$ cat config.mk
export PLATFORM = sky130hd
export DESIGN_NAME = interval_timer_bank
export DESIGN_NICKNAME = d
export VERILOG_FILES = /design/src/rtl/tl_timing_pkg.sv /design/src/rtl/interval_countdown.sv /design/src/rtl/interval_timer_bank.sv
export SDC_FILE = /design/constraint.sdc
export NUM_CORES = 1
export LEC_CHECK = 0
export ABC_AREA = 0
export CAP_MARGIN = 10
export CORE_MARGIN = 2
export CORE_UTILIZATION = 50
export CTS_CLUSTER_DIAMETER = 80
export DETAILED_ROUTE_END_ITERATION = 12
export PLACE_DENSITY = 0.74
export SLEW_MARGIN = 5
export SYNTH_ARGS = -nofsm -noshare
export SYNTH_HDL_FRONTEND = slang
export SYNTH_SLANG_ARGS = --single-unit
export TNS_END_PERCENT = 20
$ cat constraint.sdc
create_clock -name clk -period 2.32 [get_ports clk]
set_clock_uncertainty 0.15 [all_clocks]
set_input_delay 0.696 -clock clk [delete_from_list [all_inputs] [get_ports clk]]
set_output_delay 0.696 -clock clk [all_outputs]
set_load 0.01 [all_outputs]
$ cat src/rtl/tl_timing_pkg.sv
// Shared constants for the interval timer bank: entry indices, default
// interval lengths and the countdown state encoding.
package tl_timing_pkg;

   localparam int BASE = 0;
   localparam int EXTD = 1;
   localparam int YELL = 2;

   localparam int BASE_DEFAULT = 6;
   localparam int EXTD_DEFAULT = 3;
   localparam int YELL_DEFAULT = 2;

   typedef enum logic {
      CD_IDLE,
      CD_RUN
   } cd_state_t;

   // A single-entry bank still needs a one-bit select.
   function automatic int sel_width(input int n);
      return (n <= 1) ? 1 : $clog2(n);
   endfunction

endpackage

$ cat src/rtl/interval_countdown.sv
// Loadable down-counter: counts ticks from the loaded value to zero and
// pulses expired for one cycle on completion. A load always restarts.
module interval_countdown
   import tl_timing_pkg::*;
#(
   parameter int VALUE_W = 4
) (
   input  logic               clk,
   input  logic               Reset,
   input  logic               load,
   input  logic [VALUE_W-1:0] load_value,
   input  logic               tick,
   output logic [VALUE_W-1:0] remaining,
   output logic               busy,
   output logic               expired
);

   cd_state_t          state, state_nxt;
   logic [VALUE_W-1:0] remaining_nxt;
   logic               expired_nxt;

   // NOTE: state registers use non-blocking assignment so every flop samples pre-edge values.
   always_ff @(posedge clk) begin
      if (Reset) begin
         state     <= CD_IDLE;
         remaining <= '0;
         expired   <= 1'b0;
      end else begin
         state     <= state_nxt;
         remaining <= remaining_nxt;
         expired   <= expired_nxt;
      end
   end

   // NOTE: every output of this block gets a default first, so no path infers a latch.
   always_comb begin
      state_nxt     = state;
      remaining_nxt = remaining;
      expired_nxt   = 1'b0;
      unique case (state)
         CD_IDLE: begin
            if (load) begin
               state_nxt     = CD_RUN;
               remaining_nxt = load_value;
            end
         end
         CD_RUN: begin
            if (load) begin
               remaining_nxt = load_value;
            end else if (tick) begin
               // A loaded zero finishes on its first tick instead of wrapping.
               if (remaining <= VALUE_W'(1)) begin
                  state_nxt     = CD_IDLE;
                  remaining_nxt = '0;
                  expired_nxt   = 1'b1;
               end else begin
                  remaining_nxt = remaining - VALUE_W'(1);
               end
            end
         end
         default: state_nxt = CD_IDLE;
      endcase
   end

   assign busy = (state == CD_RUN);

endmodule

$ cat src/rtl/interval_timer_bank.sv
// Table of programmable interval lengths feeding one countdown; illegal
// selects latch a sticky error, and a bad write restores all defaults.
module interval_timer_bank
   import tl_timing_pkg::*;
#(
   parameter  int NUM_INTERVALS = 4,
   parameter  int VALUE_W       = 4,
   parameter  logic [NUM_INTERVALS-1:0][VALUE_W-1:0] DEFAULTS = {
      VALUE_W'(YELL_DEFAULT), VALUE_W'(YELL_DEFAULT),
      VALUE_W'(EXTD_DEFAULT), VALUE_W'(BASE_DEFAULT)},
   localparam int SEL_W         = sel_width(NUM_INTERVALS)
) (
   input  logic               clk,
   input  logic               Reset,
   input  logic               prog_valid,
   input  logic [SEL_W-1:0]   prog_sel,
   input  logic [VALUE_W-1:0] prog_value,
   input  logic               start,
   input  logic [SEL_W-1:0]   start_sel,
   input  logic               tick,
   output logic [VALUE_W-1:0] value,
   output logic [VALUE_W-1:0] remaining,
   output logic               busy,
   output logic               expired,
   output logic               err
);

   logic [VALUE_W-1:0] tbl_q [NUM_INTERVALS];
   logic               prog_ok;
   logic               start_ok;
   logic               start_load;
   logic [VALUE_W-1:0] start_value;

   assign prog_ok     = int'(prog_sel) < NUM_INTERVALS;
   assign start_ok    = int'(start_sel) < NUM_INTERVALS;
   assign start_load  = start && start_ok;
   // Read before the same-cycle write lands, so a start sees the old entry.
   assign start_value = start_ok ? tbl_q[start_sel] : '0;

   // NOTE: the table is a handful of flops, not RAM, so it can be reset to its defaults.
   always_ff @(posedge clk) begin
      if (Reset) begin
         for (int i = 0; i < NUM_INTERVALS; i++) tbl_q[i] <= DEFAULTS[i];
         value <= '0;
         err   <= 1'b0;
      end else begin
         if (prog_valid) begin
            if (prog_ok) begin
               tbl_q[prog_sel] <= (prog_value == '0) ? DEFAULTS[prog_sel] : prog_value;
            end else begin
               for (int i = 0; i < NUM_INTERVALS; i++) tbl_q[i] <= DEFAULTS[i];
               err <= 1'b1;
            end
         end
         if (start && !start_ok) err <= 1'b1;
         if (start_load) value <= start_value;
      end
   end

   interval_countdown #(
      .VALUE_W (VALUE_W)
   ) u_countdown (
      .clk        (clk),
      .Reset      (Reset),
      .load       (start_load),
      .load_value (start_value),
      .tick       (tick),
      .remaining  (remaining),
      .busy       (busy),
      .expired    (expired)
   );

endmodule

==> flow_summary.toml <==
[sta]
timing_max_transition_violations_final = 0
timing.hold.ws_ns = 0.340
max_freq_mhz = 443
hold_viol = 0
setup_viol_count_final = 0
part_of_the_cycle_the_worst_path_needs_pct = 97.3
rsz0062_at_grt = "no"
timing.final.crit_period_ns = 2.26

[pwr]
internal-power_uw = 796
power_switching_share_pct = 22.3
design_power_total_uw = 1030
power.share.clock_pct = 29.8
pwr-share-comb_pct = 16.9
power_density_relative_to_cell_area_mw_per_mm2 = 628
irDropWorstVdd_uv = 534
switchingPower_uw = 229
seq_power_share_pct = 53.3
leakagePower_uw = 0.000660

[clock_network]
holdBufCountCts = 0
cts_tree = "yes"
post-cts-setup-buffers = 0
cts.root.buffer_cell = "clkbuf_4"
worst_skew_pair.late_latency_ns = 0.32
number_of_buffers_inserted_during_clock_tree_synthesis = 3
clk_pin_slew_worst_paths_ns = 0.13
htree_levels = 1
resized_after_cts = 0
clockBufferDepth = 2
clock_sink_count = 26

[setup_path]
crit_cells = 1
cp-startpoint = "u_countdown.remaining[2]"
cp.required_ns = 1.47
critical_path.cell_chain = "clkdlybuf4s50_1"
critPathMaxStageDelay_ns = 0.60
start_kind = "register"
cp-end-kind = "primary output"
path_buf_inv = 1
timing.rr.start = "u_countdown.remaining[0]"
biggest_fanout_along_the_worst_timing_path = 9
crit_end = "remaining[2]"
crit_type = "register to primary output"
timing.rr.end = "u_countdown.remaining[1]"
setup.reg_to_reg.worst_slack_ns = 0.71
timing.critical_path.arrival_ns = 1.41
reg2regPathDepth = 5
critical_path.top_delay_family = "buffers and inverters"
critical_path.slowest_cell = "clkdlybuf4s50_1"

[worst_hold_path]
worstHoldStart = "value[2]"
min_path_type = "register to register"

[synth]
yosysWarningCount = 0
synthesis.nets = 121
synth_area_per_cell_um2 = 11.8
synth_instances = 106
synth_flop_cell = "edfxtp_1"
syn_area_mm2 = 0.00125
ys_ff_latch = 26
synth.lib_cells_used.distinct = 31
sequential_share_of_the_synthesized_area_pct = 54.3
synth_async_sr_flop_share_pct = 0
synth-edff-count = 16

[floorplanning]
die_w_um = 54.1
starting_density_of_the_core_pct = 51.5
die_height_um = 54.1
fp-row-count = 18
ios = 24
design.die.area_mm2 = 0.00292
coreArea_mm2 = 0.00243

[detailed_routing]
postRouteWirelength_um = 2440
vias = 943
post-route-drc-count = 0
ant_nets = 0
viasPerCell = 5.55
avgRoutedWirePerCell_um = 14.4
drt-pass1-iter-count = 4
first_iter_violations = 10

[global_routing]
globalRouteTotalUtil_pct = 19.1
number_of_antenna_violations_at_the_first_check_in_global_routing = 0
global_route_wire_length_before_repair_um = 3940
grt_overflow = 0
vias_in_the_first_global_route = 947
grt_start_max_net_pins = 17

[place]
place.port_buffers = 22
gp_congestion = 0.779
place.detailed.hpwl_um = 1920

[layout]
num-nets-final = 156
n_antenna_cell = 0
synthToLayoutAreaGrowth_pct = 30.2
layout_common_cells = "clkdlybuf4s50_1 (22), edfxtp_1 (16), buf_4 (12)"
layout.cells.most_common = "clkdlybuf4s50_1"
post_route_cells_drive_above_1_share_pct = 12.9
utilization_pct = 67.1

[run_status]
status = "finished, final reports clean"

[job]
max_cap_viol = 0
-- worst min-delay path by stage --
stage	to	slack, ns	cells after the start
after floorplan	value[2]	0.34	2
after global placement	value[2]	0.31	2
after detailed placement	value[2]	0.32	2
after CTS	value[2]	0.34	2
after global routing	value[2]	0.36	2
final	value[2]	0.34	2
-- synth_stat cells (2+ instances only) --
master / count / area, um2
or4b_1: 2 / 20.0
dfxtp_1: 10 / 200
o41ai_1: 2 / 17.5
mux4_1: 4 / 105
a21o_1: 3 / 22.5
and3_1: 7 / 43.8
mux2i_1: 4 / 40.0
ha_1: 2 / 25.0
nor2_1: 10 / 37.5
nor2b_1: 4 / 25.0
o311ai_0: 2 / 17.5
nor3_1: 4 / 20.0
edfxtp_1: 16 / 480
nor4_1: 2 / 12.5
and2_1: 2 / 12.5
a211oi_1: 3 / 22.5
inv_1: 6 / 22.5
a21oi_1: 5 / 25.0
buf_2: 2 / 10.0
nand2_1: 5 / 18.8
-- registers in the layout, summed over array words and instances (netlist names) --
name,cells
tbl_q,16
u_countdown.busy,1
u_countdown.expired,1
u_countdown.remaining,4
value,4
-- power groups by stage --
stage / clock network [uW] / registers (uW) / logic [uW]
final: 306 / 547 / 173
after global routing: 321 / 551 / 193
after CTS: 310 / 547 / 175
after detailed placement: 0 / 557 / 174
after global placement: 0 / 555 / 170
after floorplan: 0 / 558 / 82.5
-- routing by layer --
layer	wire length [um]	global-route usage (%)	part of all wire, %	vias up
met1	948	19.5	39	441
met4	37	9.58	1.5	0
met3	108	2.50	4.4	4
li1	-	-	-	475
met5	0	0	0	-
met2	1350	37.4	55	23
-- worst min-delay path: cells and delay by family (launching register included) --
family | cells | cell delay (ns)
compound gates | 1 | 0.06
flops | 1 | 0.34
simple gates | 1 | 0.06
-- cell type report --
| class | count | area [um2] |
|---|---|---|
| fillers | 200 | 800 |
| flip-flops and latches | 26 | 681 |
| multi-input cells | 70 | 529 |
| repair buffers | 34 | 310 |
| well taps | 30 | 37.5 |
| clock inverters | 1 | 30.0 |
| clock buffers | 3 | 22.5 |
| inverters | 6 | 22.5 |
-- kinds of logic (layout without fill, tap and decap cells) --
kind of cell / count (synthesis) / after routing / share of synthesized area (%)
AND/OR/NAND/NOR: 40 / 40 / 17.8
flip-flops: 26 / 26 / 54.3
AO/OA/AOI/OAI: 19 / 19 / 10.6
buffers and inverters: 10 / 44 / 3.49
multiplexers: 8 / 8 / 11.6
adder cells (fa/ha/maj): 2 / 2 / 2.00
other: 1 / 1 / 0.299
-- per-stage QoR --
stage / instances / worst slack (ns) / instance area [um2] / TNS (ns)
5_1_grt: 170 / 0.0109 / 1630 / 0
3_5_place_dp: 166 / -0.0736 / 1580 / -0.354
4_1_cts: 170 / 0.0716 / 1630 / 0
2_1_floorplan: 106 / 0.446 / 1250 / 0
3_3_place_gp: 166 / -0.0467 / 1580 / -0.107
6_report: 170 / 0.0635 / 1630 / 0
Power figures use the tool's default switching activity.
